File: config.mk
export PLATFORM = sky130hd
export DESIGN_NAME = regfile_wb_arbiter
export DESIGN_NICKNAME = d
export VERILOG_FILES = /design/src/rtl/regfile_wb_arbiter.sv
export SDC_FILE = /design/constraint.sdc
export NUM_CORES = 1
export LEC_CHECK = 0
export ABC_CLOCK_PERIOD_IN_PS = 4950
export BUFFER_PORTS_ARGS = -buffer_cell sky130_fd_sc_hd__buf_4
export CELL_PAD_IN_SITES_DETAIL_PLACEMENT = 0
export CELL_PAD_IN_SITES_GLOBAL_PLACEMENT = 1
export CORE_ASPECT_RATIO = 1.2
export CORE_MARGIN = 2
export CORE_UTILIZATION = 34
export CTS_CLUSTER_SIZE = 24
export DETAILED_ROUTE_END_ITERATION = 8
export GPL_TIMING_DRIVEN = 0
export PLACE_DENSITY_LB_ADDON = 0.08
export SYNTH_ARGS = -nofsm -noshare
export SYNTH_HDL_FRONTEND = slang
export SYNTH_SLANG_ARGS = --single-unit
File: constraint.sdc
create_clock -name clk -period 4.95 [get_ports clk]
set_clock_uncertainty 0.1 [all_clocks]
set_input_delay 0 -clock clk [delete_from_list [all_inputs] [get_ports clk]]
set_output_delay 0 -clock clk [all_outputs]
set_load 0.005 [all_outputs]
File: src/rtl/regfile_wb_arbiter.sv
// Round-robin arbiter for the register file write port, with a clear sweep.
// Optional macro RFARB_ZERO_GUARD_EN suppresses requester writes to register 0.
module regfile_wb_arbiter #(
   parameter int DW = 32,
   parameter int AW = 5
) (
   input  logic          clk,
   input  logic          rst,
   input  logic          m0_valid,
   output logic          m0_ready,
   input  logic [AW-1:0] m0_waddr,
   input  logic [DW-1:0] m0_wdata,
   input  logic          m1_valid,
   output logic          m1_ready,
   input  logic [AW-1:0] m1_waddr,
   input  logic [DW-1:0] m1_wdata,
   input  logic          clr_req,
   output logic          busy,
   output logic          clr_done,
   output logic          rf_we,
   output logic [AW-1:0] rf_waddr,
   output logic [DW-1:0] rf_wdata
);

   typedef enum logic {ARB, CLEAR} state_t;

   localparam logic [AW:0] CNT_END = {1'b1, {AW{1'b0}}};

   state_t        state;
   logic          last;
   logic [AW:0]   cnt;
   logic          grant0;
   logic          grant1;
   logic          arb_open;
   logic          acc;
   logic          acc_we;
   logic [AW-1:0] acc_addr;
   logic [DW-1:0] acc_data;

   always_comb begin
      grant0 = m0_valid & (~m1_valid | last);
      grant1 = m1_valid & (~m0_valid | ~last);
   end

   assign arb_open = (state == ARB) & ~clr_req;
   assign m0_ready = arb_open & grant0;
   assign m1_ready = arb_open & grant1;
   assign busy     = (state == CLEAR);

   assign acc      = m0_ready | m1_ready;
   assign acc_addr = m0_ready ? m0_waddr : m1_waddr;
   assign acc_data = m0_ready ? m0_wdata : m1_wdata;

`ifdef RFARB_ZERO_GUARD_EN
   assign acc_we = acc & (acc_addr != '0);
`else
   assign acc_we = acc;
`endif

   always_ff @(posedge clk) begin
      if (rst) begin
         state    <= ARB;
         last     <= 1'b1;
         cnt      <= '0;
         clr_done <= 1'b0;
         rf_we    <= 1'b0;
         rf_waddr <= '0;
         rf_wdata <= '0;
      end else begin
         clr_done <= 1'b0;
         unique case (state)
            ARB: begin
               if (clr_req) begin
                  // address 0 goes out on the entry edge, so the sweep
                  // occupies exactly 2**AW cycles of busy
                  state    <= CLEAR;
                  cnt      <= {{AW{1'b0}}, 1'b1};
                  rf_we    <= 1'b1;
                  rf_waddr <= '0;
                  rf_wdata <= '0;
               end else begin
                  rf_we <= acc_we;
                  if (acc) begin
                     rf_waddr <= acc_addr;
                     rf_wdata <= acc_data;
                     last     <= m1_ready;
                  end
               end
            end
            CLEAR: begin
               if (cnt == CNT_END) begin
                  state    <= ARB;
                  cnt      <= '0;
                  rf_we    <= 1'b0;
                  clr_done <= 1'b1;
               end else begin
                  rf_we    <= 1'b1;
                  rf_waddr <= cnt[AW-1:0];
                  rf_wdata <= '0;
                  cnt      <= cnt + 1'b1;
               end
            end
         endcase
      end
   end

endmodule
==> impl_metrics.json <==
{
  "cts_buffers": 5,
  "cts_tree": "built",
  "postSynthAreaPerCell_um2": 10.6,
  "vdd_drop_max_mv": 0.118,
  "p_per_area_nw_per_um2": 224,
  "clock.fmax_mhz": 417,
  "place_hpwl_um": 4580,
  "die_height_um": 91.7,
  "min_path_cells": 3,
  "antenna_cells": 0,
  "avgRoutedWirePerCell_um": 14.5,
  "synthArstFlopShare_pct": 0,
  "rr_worst_depth": 6,
  "die_x_um": 77.1,
  "setup_viol": 0,
  "synthTopCellsByArea": "dfxtp_1 (43%), mux2i_1 (15%), o2bb2ai_1 (8.8%)",
  "synth.cell_area_um2": 2180,
  "gr-usage-all-layers_pct": 19.5,
  "syn2layout_area_growth_pct": 82.0,
  "final.setup.tns_ps": 0,
  "vias": 2333,
  "period_share_pct": 48.5,
  "synth_edf_count": 0,
  "fillerInstances": 536,
  "regToRegEndpoint": "rf_wdata[10]",
  "ioPinCount": 121,
  "yosysTopAreaCellShare_pct": 43.1,
  "rows": 31,
  "violations": "hold timing",
  "path_delay_family": "buffers and inverters",
  "clk_pin_slew_ps": 80,
  "netlist-cell-type-count": 30,
  "synth_top_area_cell": "dfxtp_1",
  "slew-limit-headroom_pct": 50.5,
  "worstPathCellList": "nand2b_1 -> nand2_1 -> clkbuf_1 -> mux2i_1 -> dlygate4sd3_1 -> o2bb2ai_4",
  "cts.path.max_buffers": 2,
  "hold_class": "in2reg",
  "required_ps": 5050,
  "place.port_buffers": 119,
  "hold_ws_ps": -3.53,
  "gp_congestion": 0.751,
  "worstPathArrival_ps": 2500,
  "design_area_um2": 3970,
  "drv_slew": 0,
  "core_um2": 6130,
  "avgViaCountPerCell": 4.84,
  "cp.buffers_inverters": 2,
  "path_max_fanout": 10,
  "place_area_um2": 3180,
  "ys_warn_count": 0,
  "leakage_nw": 1.81,
  "cts_root_buf": "clkbuf_8",
  "wl_um": 7000,
  "syn-instance-count": 205,
  "ff2ff_setup_slack_ps": 2550,
  "final_cell_mix": "buf_4 (119), dlygate4sd3_1 (69), dfxtp_1 (47), mux2i_1 (32), o2bb2ai_1 (22)",
  "grt_pass1_vias": 2345,
  "clk_latency_ps": 290,
  "antenna_found_initial": 0,
  "final_common_cell": "buf_4",
  "htree_levels": 2,
  "holdPathEnd": "rf_waddr[3]",
  "critPathSlowestCell": "dlygate4sd3_1",
  "rsz0062_at_grt": "false",
  "drc_errors": 0,
  "antenna_left": 0,
  "cap_violations": 0,
  "drt_iter0_drc": 67,
  "period_needed_ps": 2400,
  "start_util_pct": 35.6,
  "yosysSeqAreaShare_pct": 43.1,
  "synthFlopType": "dfxtp_1",
  "worstHoldStart": "m1_waddr[3]",
  "drt-pass1-iter-count": 4,
  "crit_type": "reg2reg",
  "grt_overflow": 0,
  "fin_nets": 481,
  "grt_pass1_wl_um": 11000,
  "drive_gt1_share_pct": 36.8,
  "hold_viol": 1,
  "crit_path_start_kind": "flip-flop",
  "worstReg2RegStart": "last",
  "cts_sinks": 47,
  "synthesis.nets": 286,
  "grt_max_degree": 14,
  "run_status": "finished, violations left",
  "max_stage_delay_ps": 620,
  "endpoint_kind": "flip-flop",
  "ys_ff_latch": 47,
  "tightestPinTransition_ps": 743,
  "fp.dieArea_um2": 7070,
  "post_cts_buffers": 0
}
[kinds of logic after synthesis]
family | Yosys count | share of synthesized area (%)
flip-flops | 47 | 43.1
buffers and inverters | 23 | 6.37
AO/OA/AOI/OAI | 56 | 24.3
AND/OR/NAND/NOR | 45 | 10.3
adder cells (fa/ha/maj) | 2 | 1.15
multiplexers | 32 | 14.7
[stage by stage]
step | utilization [%] | std cells | setup slack [ps] | power [mW] | hold WS [ps]
2_1_floorplan | - | 205 | 3190 | 0.483 | 42.3
3_3_place_gp | 51.8 | 406 | 2820 | 0.569 | 167
3_5_place_dp | 51.8 | 406 | 2770 | 0.571 | 173
4_1_cts | 64.6 | 481 | 2540 | 0.895 | 3.47
5_1_grt | 64.8 | 482 | 2420 | 0.930 | 6.65
6_report | 64.8 | 482 | 2550 | 0.889 | -3.53
[worst max path at each step]
stage,start,to,cells after the start
floorplan,cnt[0],rf_wdata[10],7
global placement,cnt[0],rf_wdata[10],7
detailed placement,cnt[0],rf_wdata[15],7
CTS,last,rf_wdata[10],6
global route,last,rf_wdata[10],6
finish,last,rf_wdata[10],6
[cells in the mapped netlist, types with 2 or more instances]
| library cell | instances |
|---|---|
| dfxtp_1 | 47 |
| mux2i_1 | 32 |
| o2bb2ai_1 | 22 |
| nor2_1 | 13 |
| nand2_1 | 11 |
| o2bb2ai_2 | 9 |
| a311oi_1 | 8 |
| clkbuf_1 | 7 |
| a31oi_1 | 6 |
| buf_2 | 6 |
| buf_6 | 6 |
| and4_1 | 5 |
| inv_1 | 4 |
| nand3_1 | 4 |
| nor3_1 | 4 |
| a21oi_1 | 3 |
| a41oi_1 | 2 |
| and3_1 | 2 |
| ha_1 | 2 |
| o21ai_0 | 2 |
[worst register-to-register path, cell delays in order, from the launching register on]
cell	delay, ps
dfxtp_1	320
nand2b_1	220
nand2_1	140
clkbuf_1	580
mux2i_1	270
dlygate4sd3_1	620
o2bb2ai_4	60
[power by group]
| part | switching (mW) | internal, mW |
|---|---|---|
| clock | 0.123 | 0.148 |
| combinational | 0.0762 | 0.137 |
| sequential | 0.0105 | 0.394 |
| total | 0.210 | 0.680 |
[final cells by class]
class                           instances  area, um2  share of cell area, %
Timing Repair Buffer                  188       1580                   39.9
Multi-Input combinational cell        135       1100                   27.7
Sequential cell                        47        941                   23.7
Buffer                                 19        124                   3.12
Tap cell                               82        103                   2.58
Clock buffer                            6       72.6                   1.83
Clock inverter                          1       30.0                  0.756
Inverter                                4       15.0                  0.378
[layer usage]
metal | track usage, % | part of all wire [%] | vias to the layer above
met5 | 0 | 0 | -
met4 | 5.95 | 1.5 | 0
met3 | 5.02 | 5.7 | 7
met2 | 35.7 | 52 | 71
met1 | 22.0 | 40 | 1091
li1 | - | - | 1164
[registers in the layout, indices dropped and copies added, names as in the netlist]
name	count
rf_waddr	5
cnt	6
clr_done	1
rf_wdata	32
busy	1
last	1
rf_we	1
[timing repair]
action                    4_1_cts  5_1_grt
hold endpoints to repair       37        1
hold buffers                   68        1
gates resized for setup         0        0
Power figures use the tool's default switching activity.
